===== config.mk =====
export PLATFORM = sky130hd
export DESIGN_NAME = micro_sequencer
export DESIGN_NICKNAME = d
export VERILOG_FILES = /design/src/rtl/micro_sequencer_pkg.sv /design/src/rtl/seq_debug_ctrl.sv /design/src/rtl/micro_sequencer.sv
export SDC_FILE = /design/constraint.sdc
export NUM_CORES = 1
export LEC_CHECK = 0
export ABC_AREA = 0
export BUFFER_PORTS_ARGS = -buffer_cell sky130_fd_sc_hd__buf_2
export CAP_MARGIN = 20
export CORE_MARGIN = 3
export CORE_UTILIZATION = 35
export DETAILED_ROUTE_END_ITERATION = 12
export PLACE_DENSITY = 0.81
export SYNTH_ARGS = -nofsm -noshare
export SYNTH_HDL_FRONTEND = slang
export SYNTH_SLANG_ARGS = --single-unit

===== constraint.sdc =====
create_clock -name i_clk -period 1.9 [get_ports i_clk]
set_input_delay 0.095 -clock i_clk [delete_from_list [all_inputs] [get_ports i_clk]]
set_output_delay 0.095 -clock i_clk [all_outputs]
set_load 0.01 [all_outputs]

===== src/rtl/micro_sequencer_pkg.sv =====
// micro_sequencer_pkg
//   Shared constants for the micro-sequencer: FSM state encoding, default
//   control-vector geometry, strobe bit positions inside the control word
//   and the microcode LAST flag position.
package micro_sequencer_pkg;

  localparam int SEQ_CTRL_WIDTH = 24;
  localparam int SEQ_STEP_BITS  = 4;

  // Externally visible state code (o_state): 0=HALT, 1=FETCH, 2=EXEC.
  typedef enum logic [1:0] {
    ST_HALT  = 2'd0,
    ST_FETCH = 2'd1,
    ST_EXEC  = 2'd2
  } seq_state_e;

  // Bit positions of the active-low strobes inside the control word.
  // Bit 0 of a microcode word is the active-high LAST flag instead.
  localparam int UC_LAST_BIT   = 0;
  localparam int CB_INSTR_NWE  = 1;
  localparam int CB_PC_NEN     = 2;
  localparam int CB_PC_LOADN   = 3;
  localparam int CB_MAR_NWE    = 4;
  localparam int CB_SP_NEN     = 5;
  localparam int CB_RAM_NOE    = 6;
  localparam int CB_RAM_NWE    = 7;
  localparam int CB_IO_NRD     = 8;
  localparam int CB_IO_NWR     = 9;

  localparam logic [SEQ_CTRL_WIDTH-1:0] CTRL_IDLE = '1;
  localparam logic [SEQ_CTRL_WIDTH-1:0] CTRL_FETCH =
    CTRL_IDLE & ~((SEQ_CTRL_WIDTH'(1) << CB_INSTR_NWE) |
                  (SEQ_CTRL_WIDTH'(1) << CB_PC_NEN));

endpackage


===== src/rtl/seq_debug_ctrl.sv =====
// seq_debug_ctrl
//   Debug flag logic for the micro-sequencer. Tracks the single-step flag and
//   the breakpoint-skip flag and folds them with the halt request and the
//   breakpoint comparator into one "halt at this boundary" decision.
// Ports:
//   clk, reset     clock, synchronous active-high reset
//   in_halt        sequencer is in HALT
//   in_fetch       sequencer is in FETCH
//   retire         current EXEC cycle retires the instruction
//   run, step      debug pulses (only honoured in HALT; run wins)
//   halt_req       level halt request
//   bp_hit         breakpoint comparator hit
//   halt_boundary  halt instead of (or during) the next fetch
module seq_debug_ctrl (
  input  logic clk,
  input  logic reset,
  input  logic in_halt,
  input  logic in_fetch,
  input  logic retire,
  input  logic run,
  input  logic step,
  input  logic halt_req,
  input  logic bp_hit,
  output logic halt_boundary
);

  logic single;
  logic bp_skip;

  // The single flag is only meaningful at the retire boundary. While in FETCH
  // it can only be set because a step pulse just left HALT, so it must not
  // halt that fetch.
  assign halt_boundary = halt_req | (single & ~in_fetch) | (bp_hit & ~bp_skip);

  always_ff @(posedge clk) begin
    if (reset) begin
      single  <= 1'b0;
      bp_skip <= 1'b0;
    end else if (in_halt && run) begin
      single  <= 1'b0;
      bp_skip <= 1'b1;
    end else if (in_halt && step) begin
      single  <= 1'b1;
      bp_skip <= 1'b1;
    end else begin
      if (retire)
        single <= 1'b0;
      // Once the resumed instruction has actually been fetched the
      // breakpoint becomes live again.
      if (in_fetch && !halt_boundary)
        bp_skip <= 1'b0;
    end
  end

endmodule


===== src/rtl/micro_sequencer.sv =====
// micro_sequencer
//   Fetch/execute controller for the CPU memory unit. In FETCH it drives a
//   fixed fetch word, in EXEC it forwards the external asynchronous microcode
//   ROM word addressed by {instruction code, step}, in HALT all strobes are
//   inactive. Debug run/step/halt and breakpoint halting are resolved at
//   instruction boundaries by seq_debug_ctrl.
// Optional feature: define SEQ_INSTR_COUNT_EN to build the 32-bit retired
//   instruction counter; otherwise o_instrCount is tied to zero.
// Ports:
//   i_clk, i_reset   clock, synchronous active-high reset
//   i_instrCode      current instruction code
//   o_ucodeAddress   {i_instrCode, step} to the microcode ROM
//   i_ucodeData      microcode word (combinational ROM read)
//   o_ctrl           active-low control vector
//   i_breakpointHit  PC matches enabled breakpoint
//   i_run, i_step    debug pulses (resume / single instruction)
//   i_haltReq        halt at next instruction boundary
//   o_halted         high in HALT
//   o_state          0=HALT, 1=FETCH, 2=EXEC
//   o_error          sticky step-counter overflow flag
//   o_instrCount     retired instruction count
module micro_sequencer
  import micro_sequencer_pkg::*;
#(
  parameter int CTRL_WIDTH   = SEQ_CTRL_WIDTH,
  parameter int STEP_BITS    = SEQ_STEP_BITS,
  parameter bit START_HALTED = 1'b0
) (
  input  logic                    i_clk,
  input  logic                    i_reset,
  input  logic [7:0]              i_instrCode,
  output logic [8+STEP_BITS-1:0]  o_ucodeAddress,
  input  logic [CTRL_WIDTH-1:0]   i_ucodeData,
  output logic [CTRL_WIDTH-1:0]   o_ctrl,
  input  logic                    i_breakpointHit,
  input  logic                    i_run,
  input  logic                    i_step,
  input  logic                    i_haltReq,
  output logic                    o_halted,
  output logic [1:0]              o_state,
  output logic                    o_error,
  output logic [31:0]             o_instrCount
);

  localparam logic [CTRL_WIDTH-1:0] IDLE_WORD  = '1;
  localparam logic [CTRL_WIDTH-1:0] FETCH_WORD =
    IDLE_WORD & ~((CTRL_WIDTH'(1) << CB_INSTR_NWE) |
                  (CTRL_WIDTH'(1) << CB_PC_NEN));
  localparam logic [STEP_BITS-1:0]  STEP_MAX   = '1;

  seq_state_e           state;
  logic [STEP_BITS-1:0] step;
  logic                 error;
  logic                 in_exec;
  logic                 last;
  logic                 overflow;
  logic                 retire;
  logic                 halt_boundary;

  assign in_exec  = (state == ST_EXEC);
  assign last     = in_exec && i_ucodeData[UC_LAST_BIT];
  assign overflow = in_exec && (step == STEP_MAX) && !i_ucodeData[UC_LAST_BIT];
  assign retire   = last || overflow;

  seq_debug_ctrl u_debug (
    .clk           (i_clk),
    .reset         (i_reset),
    .in_halt       (state == ST_HALT),
    .in_fetch      (state == ST_FETCH),
    .retire        (retire),
    .run           (i_run),
    .step          (i_step),
    .halt_req      (i_haltReq),
    .bp_hit        (i_breakpointHit),
    .halt_boundary (halt_boundary)
  );

  // The boundary check is applied both when leaving EXEC (so a halting
  // boundary never shows a fetch word) and in FETCH itself (for entries from
  // reset or HALT).
  always_ff @(posedge i_clk) begin
    if (i_reset) begin
      state <= START_HALTED ? ST_HALT : ST_FETCH;
      step  <= '0;
      error <= 1'b0;
    end else begin
      case (state)
        ST_HALT: begin
          if (i_run || i_step)
            state <= ST_FETCH;
        end
        ST_FETCH: begin
          step  <= '0;
          state <= halt_boundary ? ST_HALT : ST_EXEC;
        end
        ST_EXEC: begin
          if (retire) begin
            step  <= '0;
            state <= halt_boundary ? ST_HALT : ST_FETCH;
            if (overflow)
              error <= 1'b1;
          end else begin
            step <= step + STEP_BITS'(1);
          end
        end
        default: state <= ST_HALT;
      endcase
    end
  end

  always_comb begin
    o_ctrl = IDLE_WORD;
    case (state)
      ST_FETCH: o_ctrl = halt_boundary ? IDLE_WORD : FETCH_WORD;
      ST_EXEC:  o_ctrl = i_ucodeData;
      default:  o_ctrl = IDLE_WORD;
    endcase
  end

  assign o_ucodeAddress = {i_instrCode, step};
  assign o_halted       = (state == ST_HALT);
  assign o_state        = state;
  assign o_error        = error;

`ifdef SEQ_INSTR_COUNT_EN
  logic [31:0] instr_count;

  always_ff @(posedge i_clk) begin
    if (i_reset)
      instr_count <= '0;
    else if (retire)
      instr_count <= instr_count + 32'd1;
  end

  assign o_instrCount = instr_count;
`else
  assign o_instrCount = '0;
`endif

endmodule


==> results of run 1 <==
## power groups by stage
stage	Clock (uW)	Combinational (uW)	Sequential, uW
after CTS	157	365	205
after global placement	0	360	209
after global routing	168	422	206
after floorplan	0	271	210
after detailed placement	0	364	209
final	152	376	206
## what timing repair did
item,4_1_cts,5_1_grt
resized for setup,0,5
setup buffers,0,0
hold endpoints to repair,0,0
setup endpoints to repair,0,22
## placed cells by master, fill, tap and decap left out, drive strengths merged, types with 2 or more instances in the layout
master / n
conb: 32
nand3: 4
inv: 7
ha: 5
nand4: 2
a31oi: 2
buf: 66
a21oi: 4
nor2b: 2
nand4b: 2
nand2: 50
dfxtp: 9
clkbuf: 4
nor2: 4
o21ai: 5
## worst paths after layout
kind                            cells past startpoint              to
worst max register to register                      6      o_state[0]
worst max-delay path                                7      o_ctrl[19]
worst min-delay path                                2  u_debug.single
worst min register to register                      2         o_error
## flip-flops by register name (all words and copies together) (netlist names)
register / count
u_debug.bp_skip: 1
step: 4
u_debug.single: 1
o_error: 1
o_state: 2
## stage by stage
stage                     setup WS [ns]    util  power, uW
after floorplan                  0.1083       -      480.8
after global placement           0.3280  0.4269      568.3
after detailed placement         0.2612  0.4269      573.2
after CTS                       0.06265  0.4362      726.9
after global routing           0.007386  0.4416      796.3
final                            0.1404  0.4416      733.4
## per-layer routing
layer  vias to the layer above  routed length [um]  track usage
met5                         -                   0            0
met4                         0                  29      0.06502
met3                         4                 270      0.02128
met2                        62                1283       0.2315
met1                       452                1040       0.1253
li1                        543                   -            -
## kinds of logic after synthesis
logic type	count (synthesis)	synth area share
adder cells (fa/ha/maj)	5	0.06010
buffers and inverters	54	0.3461
other	1	0.003602
AO/OA/AOI/OAI	17	0.1058
AND/OR/NAND/NOR	70	0.3005
multiplexers	1	0.01082
flip-flops	9	0.1731
## area by class of cell
cell class	instances	area, um2
Inverter	7	26.28
Fill cell	309	1567
Clock buffer	4	26.28
Tap cell	31	38.79
Timing Repair Buffer	66	346.6
Sequential cell	9	181.4
Multi-Input combinational cell	125	619.3
==> qor.txt, run 1 <==
status - finished, final reports clean
# Max-Cap Violations - 0
synth top area cells - buf_4 (30%), nand2_1 (18%), dfxtp_1 (17%)
Buf+Inv Stages, Crit Path - 4
core area - 2805 um2
sw power - 304.4 uW
P&R area growth vs syn - 18.99%
largest net degree at the start of global routing - 27
chip width - 60.54 um
max-slew violation count - 0
placed instance area - 1197 um2
Max VDD drop - 0.3642 mV
Final Hold Viols - 0
combinational share of power - 0.513
Crit. End Element - primary output
post-DR vias/cell - 4.384
Inserted Diodes - 0
global route overflow - 0
Seq/Total Area, Yosys - 0.1731
Buffers on Ports - 61
first-pass GRT wire length - 3387 um
chip height - 60.54 um
Seq cells post-synth - 9
fraction of final layout cells sized beyond drive strength 1 - 0.3412
# DRC - 0
clock power share - 0.207
CP delay by family, top - buffers and inverters
crit-path cells - inv_1 > ha_1 > inv_2 > nor2_2 > buf_4 > nand2_1 > buf_2
# setup viols final - 0
num rows - 19
P per Cell Area - 592.0 nW/um2
dpl hpwl - 2052 um
smallest hold slack - 0.07822 ns
Switching Fraction - 0.4151
Syn Area/Cell - 6.631 um2
Routed Antenna Nets - 0
top post-synthesis cells by count - nand2_1 (50), buf_4 (42), dfxtp_1 (9)
setup_tns - 0 ns
Routed WL per cell - 10.83 um
Worst Setup Start Kind - flop
Post-synth ARST share - 0
Clock Latency Late Sink - 0.26 ns
Syn Inst Count - 157
CP startpoint - o_state[1]
Max Buffers Root-to-Sink - 2
clock sink total - 9
Max Clock Freq - 568.3 MHz
Slowest-stage cell, CP - dfxtp_1
Reg clk slew, reported paths - 0.06 ns
placer congestion estimate - 0.8434
Hold Crit Start - i_run
fin cells - 242
post-layout min period - 1.760 ns
Synth area leader - buf_4
r2r startpoint - o_state[0]
CTS tree - done
Synth Warn # - 0
Flop pwr share - 0.281
initial antenna violation count - 0
TritonRoute pass-1 iters - 4
clk_skew - 0.0004656 ns
top-count cell post-synth - nand2_1
crit path DAT - 1.66 ns
FF-to-FF setup slack - 0.26 ns
Worst Hold Class - in -> reg
Lkg Pwr - 0.0006350 uW
fin area - 1239 um2
H-tree levels - 1
RSZ-0062 raised after global routing - false
Max stage delay on crit path - 0.38 ns
DRT iter0 DRCs - 22
nets@finish - 255
global router's overall resource usage - 0.1217
Cell Int Power - 429.0 uW
clock root buffer - clkbuf_4
total wire length - 2622 um
crit path max fanout - 11
Starting Density - 0.3711
Main synth FF type - dfxtp_1
Yosys cell types - 30
vias in the first global route - 814
post-cts hold buffer count - 0
critical path class - reg -> out
share of the synthesized area in the top cell type - 0.3029
Vias - 1061
DP Cell Count - 237
Cell Area, Synth - 1041 um2
TritonCTS buffer count - 3
Final Cycle Share - 0.9261
die area - 3664 um2
Ports - 110
number of flops mapped to enable cells by yosys - 0
CP required - 1.80 ns
Power figures use the tool's default switching activity.
==> run 2, diff against run 1 <==
- RECOVER_POWER: not set -> 100
==> run 2 against run 1 <==
Effect of this change:
- clock power about the same
- via count grew 0.38%
- first-iteration DRC count rose by 14%
- total power decreased by 0.99%
- utilization shrank 0.76 points
- register-to-register slack worse by 0.09 ns
- worst setup slack better by 0.0058 ns
- die area unchanged
- wire length increased by 0.65%
- largest power group unchanged
- sequential share of layout area is 0.26 points higher
- clock skew about the same
==> qor.txt, run 2 (same netlist as run 1, synthesis figures left out) <==
dpl hpwl - 2052 um (unchanged)
vias in the first global route - 814 (unchanged)
CP required - 1.80 ns (about the same)
Routed WL per cell - 10.90 um (was 10.83 um)
Largest register FFs - 4 (unchanged)
RSZ-0062 raised after global routing - false (unchanged)
most frequent cells in the layout - nand2_1 (50), buf_2 (37), conb_1 (32) (was buf_2 (61), nand2_1 (50), conb_1 (32))
post-layout min period - 1.754 ns (was 1.760 ns)
Crit. End Element - primary output (unchanged)
post-cts hold buffer count - 0 (unchanged)
Worst Setup Start Kind - flop (unchanged)
Max Buffers Root-to-Sink - 2 (unchanged)
DP Cell Count - 237 (unchanged)
Final Hold Viols - 0 (unchanged)
post_cts resized - 0 (unchanged)
fraction of final layout cells sized beyond drive strength 1 - 0.2844 (was 0.3412)
placer congestion estimate - 0.8434 (unchanged)
Final Cycle Share - 0.9231 (was 0.9261)
P per Cell Area - 596.4 nW/um2 (was 592.0 nW/um2)
clk_skew - 0.0004741 ns (was 0.0004656 ns)
Max Clock Freq - 570.2 MHz (was 568.3 MHz)
Slowest-stage cell, CP - dfxtp_1 (unchanged)
Reg clk slew, reported paths - 0.06 ns (about the same)
Vias - 1065 (was 1061)
placed instance area - 1197 um2 (unchanged)
status - finished, final reports clean (unchanged)
Buffers on Ports - 61 (unchanged)
initial antenna violation count - 0 (unchanged)
Levels on crit path - 7 (unchanged)
Buf+Inv Stages, Crit Path - 4 (unchanged)
post-DR vias/cell - 4.401 (was 4.384)
clock sink total - 9 (unchanged)
Max stage delay on crit path - 0.39 ns (was 0.38 ns)
Routed Antenna Nets - 0 (unchanged)
# Max-Cap Violations - 0 (unchanged)
CTS tree - done (unchanged)
fin cells - 242 (unchanged)
nets@finish - 255 (unchanged)
max-slew violation count - 0 (unchanged)
largest net degree at the start of global routing - 27 (unchanged)
crit path max fanout - 11 (unchanged)
H-tree levels - 1 (unchanged)
pre-CTS setup slack - 0.2612 ns (unchanged)
Starting Density - 0.3711 (unchanged)
TritonRoute pass-1 iters - 4 (unchanged)
die area - 3664 um2 (unchanged)
Clock Latency Late Sink - 0.26 ns (about the same)
chip height - 60.54 um (unchanged)
total wire length - 2639 um (was 2622 um)
crit-path cells - inv_1 > ha_1 > inv_2 > nor2_2 > buf_4 > nand2_1 > clkbuf_2 (was inv_1 > ha_1 > inv_2 > nor2_2 > buf_4 > nand2_1 > buf_2)
Inserted Diodes - 0 (unchanged)
critical path class - reg -> out (unchanged)
Max VDD drop - 0.3639 mV (was 0.3642 mV)
setup bufs post-CTS - 0 (unchanged)
CP delay by family, top - buffers and inverters (unchanged)
Ports - 110 (unchanged)
global route overflow - 0 (unchanged)
P&R area growth vs syn - 16.95% (was 18.99%)
# setup viols final - 0 (unchanged)
# DRC - 0 (unchanged)
crit path DAT - 1.66 ns (about the same)
DRT iter0 DRCs - 25 (was 22)
Setup WS post-layout - 0.1462 ns (was 0.1404 ns)
R2R depth - 6 (unchanged)
largest reg by FF count - step (unchanged)
clock root buffer - clkbuf_4 (unchanged)
smallest hold slack - 0.07808 ns (was 0.07822 ns)
setup_tns - 0 ns (unchanged)
global router's overall resource usage - 0.1217 (unchanged)
Worst Hold Class - in -> reg (unchanged)
chip width - 60.54 um (unchanged)
hold path cells - 2 (unchanged)
TritonCTS buffer count - 3 (unchanged)
core area - 2805 um2 (unchanged)
most common cell after layout, fill and taps aside - nand2_1 (was buf_2)
Lkg Pwr - 0.0006025 uW (was 0.0006350 uW)
num rows - 19 (unchanged)
first-pass GRT wire length - 3387 um (unchanged)
fin area - 1217 um2 (was 1239 um2)
-- run 2: worst reg2reg max path: stages (launching register included) --
cell and delay [ns]:
dfxtp_2 0.35, inv_1 0.08, ha_1 0.17, and2b_1 0.18, clkbuf_1 0.26, or4b_1 0.46
a31oi_1 0.16
-- run 2: path summary, 6_finish.rpt --
check / start / end / slack [ns]
max reg2reg: o_state[0] / step[3] / 0.17
min reg2reg: u_debug.bp_skip / u_debug.bp_skip / 0.48
max: o_state[1] / o_ctrl[0] / 0.15
min: i_run / u_debug.single / 0.08
-- run 2: through the flow --
stage               power [uW]  utilization
CTS                      726.9       0.4362
finish                   726.1       0.4340
global route             789.4       0.4340
global placement         568.3       0.4269
floorplan                480.8            -
detailed placement       573.2       0.4269
-- run 2: final cells by class --
class                   count  area [um2]
clock buffers               4       26.28
inverters                   7       26.28
flip-flops and latches      9       181.4
fillers                   317        1588
well taps                  31       38.79
multi-input cells         125       619.3
repair buffers             66       325.3
-- run 2: power breakdown --
part / switching, uW / internal (uW)
logic: 228 / 140
clock network: 70.6 / 81.2
registers: 7.81 / 198
total: 307 / 420
-- run 2: metal layers --
layer  global-route usage  vias up  wire length, um
met2               0.2315       64             1266
met5                    0        -                0
li1                     -      543                -
met1               0.1253      452             1057
met4              0.06502        0               45
met3              0.02128        6              269
==> run 3, diff against run 2 <==
- RECOVER_POWER: 100 -> 25
==> run 3 against run 2 <==
Effect of this change:
- final area up 1.6%
- global-route usage unchanged
- sequential power about the same
- maximum frequency down 0.39%
- critical path depth unchanged
- die area unchanged
- via count down 0.38%
- sequential cell count unchanged
- clock power about the same
- sequential share of layout area down 0.24 points
- count of clock-buffer cells in the layout unchanged
- non-clock buffer count unchanged
- largest cell class unchanged
==> qor.txt, run 3 (same netlist as run 1, synthesis figures left out) <==
status - finished, final reports clean (unchanged)
Clock Latency Late Sink - 0.26 ns (about the same)
post-DR vias/cell - 4.384 (was 4.401)
Final Cycle Share - 0.9266 (was 0.9231)
post-cts hold buffer count - 0 (unchanged)
global route overflow - 0 (unchanged)
Max Buffers Root-to-Sink - 2 (unchanged)
P&R area growth vs syn - 18.87% (was 16.95%)
Vias - 1061 (was 1065)
largest net degree at the start of global routing - 27 (unchanged)
clock sink total - 9 (unchanged)
placed instance area - 1197 um2 (unchanged)
P per Cell Area - 592.8 nW/um2 (was 596.4 nW/um2)
DRT iter0 DRCs - 22 (was 25)
max-slew violation count - 0 (unchanged)
H-tree levels - 1 (unchanged)
Largest register FFs - 4 (unchanged)
Reg clk slew, reported paths - 0.06 ns (about the same)
fill cell count - 310 (was 317)
TritonRoute pass-1 iters - 4 (unchanged)
nets@finish - 255 (unchanged)
DP Cell Count - 237 (unchanged)
Buffers on Ports - 61 (unchanged)
fin cells - 242 (unchanged)
post-route total power - 733.6 uW (was 726.1 uW)
Crit. End Element - primary output (unchanged)
largest reg by FF count - step (unchanged)
Routed WL per cell - 10.84 um (was 10.90 um)
Starting Density - 0.3711 (unchanged)
# DRC - 0 (unchanged)
setup_tns - 0 ns (unchanged)
core area - 2805 um2 (unchanged)
clk_skew - 0.0004656 ns (was 0.0004741 ns)
Worst Setup Start Kind - flop (unchanged)
placer congestion estimate - 0.8434 (unchanged)
chip width - 60.54 um (unchanged)
total wire length - 2624 um (was 2639 um)
most frequent cells in the layout - buf_2 (60), nand2_1 (50), conb_1 (32) (was nand2_1 (50), buf_2 (37), conb_1 (32))
setup bufs post-CTS - 0 (unchanged)
global router's overall resource usage - 0.1217 (unchanged)
# setup viols final - 0 (unchanged)
crit path DAT - 1.67 ns (was 1.66 ns)
CP required - 1.80 ns (about the same)
RSZ-0062 raised after global routing - false (unchanged)
Worst Hold Class - in -> reg (unchanged)
num rows - 19 (unchanged)
crit path max fanout - 11 (unchanged)
TritonCTS buffer count - 3 (unchanged)
clock root buffer - clkbuf_4 (unchanged)
Ports - 110 (unchanged)
Routed Antenna Nets - 0 (unchanged)
post-layout min period - 1.761 ns (was 1.754 ns)
# Max-Cap Violations - 0 (unchanged)
CTS tree - done (unchanged)
Lkg Pwr - 0.0006306 uW (was 0.0006025 uW)
fin area - 1237 um2 (was 1217 um2)
fraction of final layout cells sized beyond drive strength 1 - 0.3365 (was 0.2844)
most common cell after layout, fill and taps aside - buf_2 (was nand2_1)
Inserted Diodes - 0 (unchanged)
first-pass GRT wire length - 3387 um (unchanged)
initial antenna violation count - 0 (unchanged)
vias in the first global route - 814 (unchanged)
Max Clock Freq - 568.0 MHz (was 570.2 MHz)
Final Hold Viols - 0 (unchanged)
die area - 3664 um2 (unchanged)
Max VDD drop - 0.3642 mV (was 0.3639 mV)
critical path class - reg -> out (unchanged)
chip height - 60.54 um (unchanged)
dpl hpwl - 2052 um (unchanged)
[run 3: changes by cell type in the layout (fill, tap and decap cells not counted), sizes merged]
cell,previous run,this run
buf,41,65
clkbuf,29,5
[run 3: area by class of cell]
type / count / area, um2 / area share
Clock buffer: 4 / 26.28 / 0.02123
Sequential cell: 9 / 181.4 / 0.1466
Multi-Input combinational cell: 125 / 619.3 / 0.5005
Inverter: 7 / 26.28 / 0.02123
Timing Repair Buffer: 66 / 345.3 / 0.2791
Tap cell: 31 / 38.79 / 0.03134
[run 3: layer usage]
metal  up-vias  wire length, um  GRT usage
met5         -                0          0
met4         0               29    0.06502
met3         4              270    0.02128
met2        62             1283     0.2315
met1       452             1040     0.1253
li1        543                -          -
[run 3: path summary, 6_finish.rpt]
check,slack (ns),depth (start not counted),to,start
worst min-delay path,0.08,2,u_debug.single,i_run
worst min register to register,0.48,2,o_error,o_error
worst max-delay path,0.14,7,o_ctrl[19],o_state[1]
worst max register to register,0.26,6,o_state[0],o_state[0]
[run 3: critical path: stages (launching register included)]
cell and delay (ns):
dfxtp_1 0.38, inv_1 0.09, ha_1 0.31, inv_2 0.07, nor2_2 0.16, buf_4 0.20, nand2_1 0.06, buf_2 0.13
[run 3: power breakdown]
group	total, uW	leakage, uW	switching [uW]	internal [uW]
combinational	376	0.000543	226	150
sequential	206	0.0000731	7.83	198
clock	152	0.0000150	70.5	81.2
total	734	0.000631	305	429
[run 3: what timing repair did]
item / CTS / global route
endpoints found under the hold margin: 0 / 0
resized for setup: 0 / 5
setup endpoints to repair: 0 / 22
[run 3: stage by stage]
step / worst slack (ns) / hold WS [ns] / util
2_1_floorplan: 0.1083 / 0.2108 / -
3_3_place_gp: 0.3280 / 0.1901 / 0.4269
3_5_place_dp: 0.2612 / 0.1901 / 0.4269
4_1_cts: 0.06265 / 0.06686 / 0.4362
5_1_grt: 0.007386 / 0.07134 / 0.4411
6_report: 0.1394 / 0.07822 / 0.4411
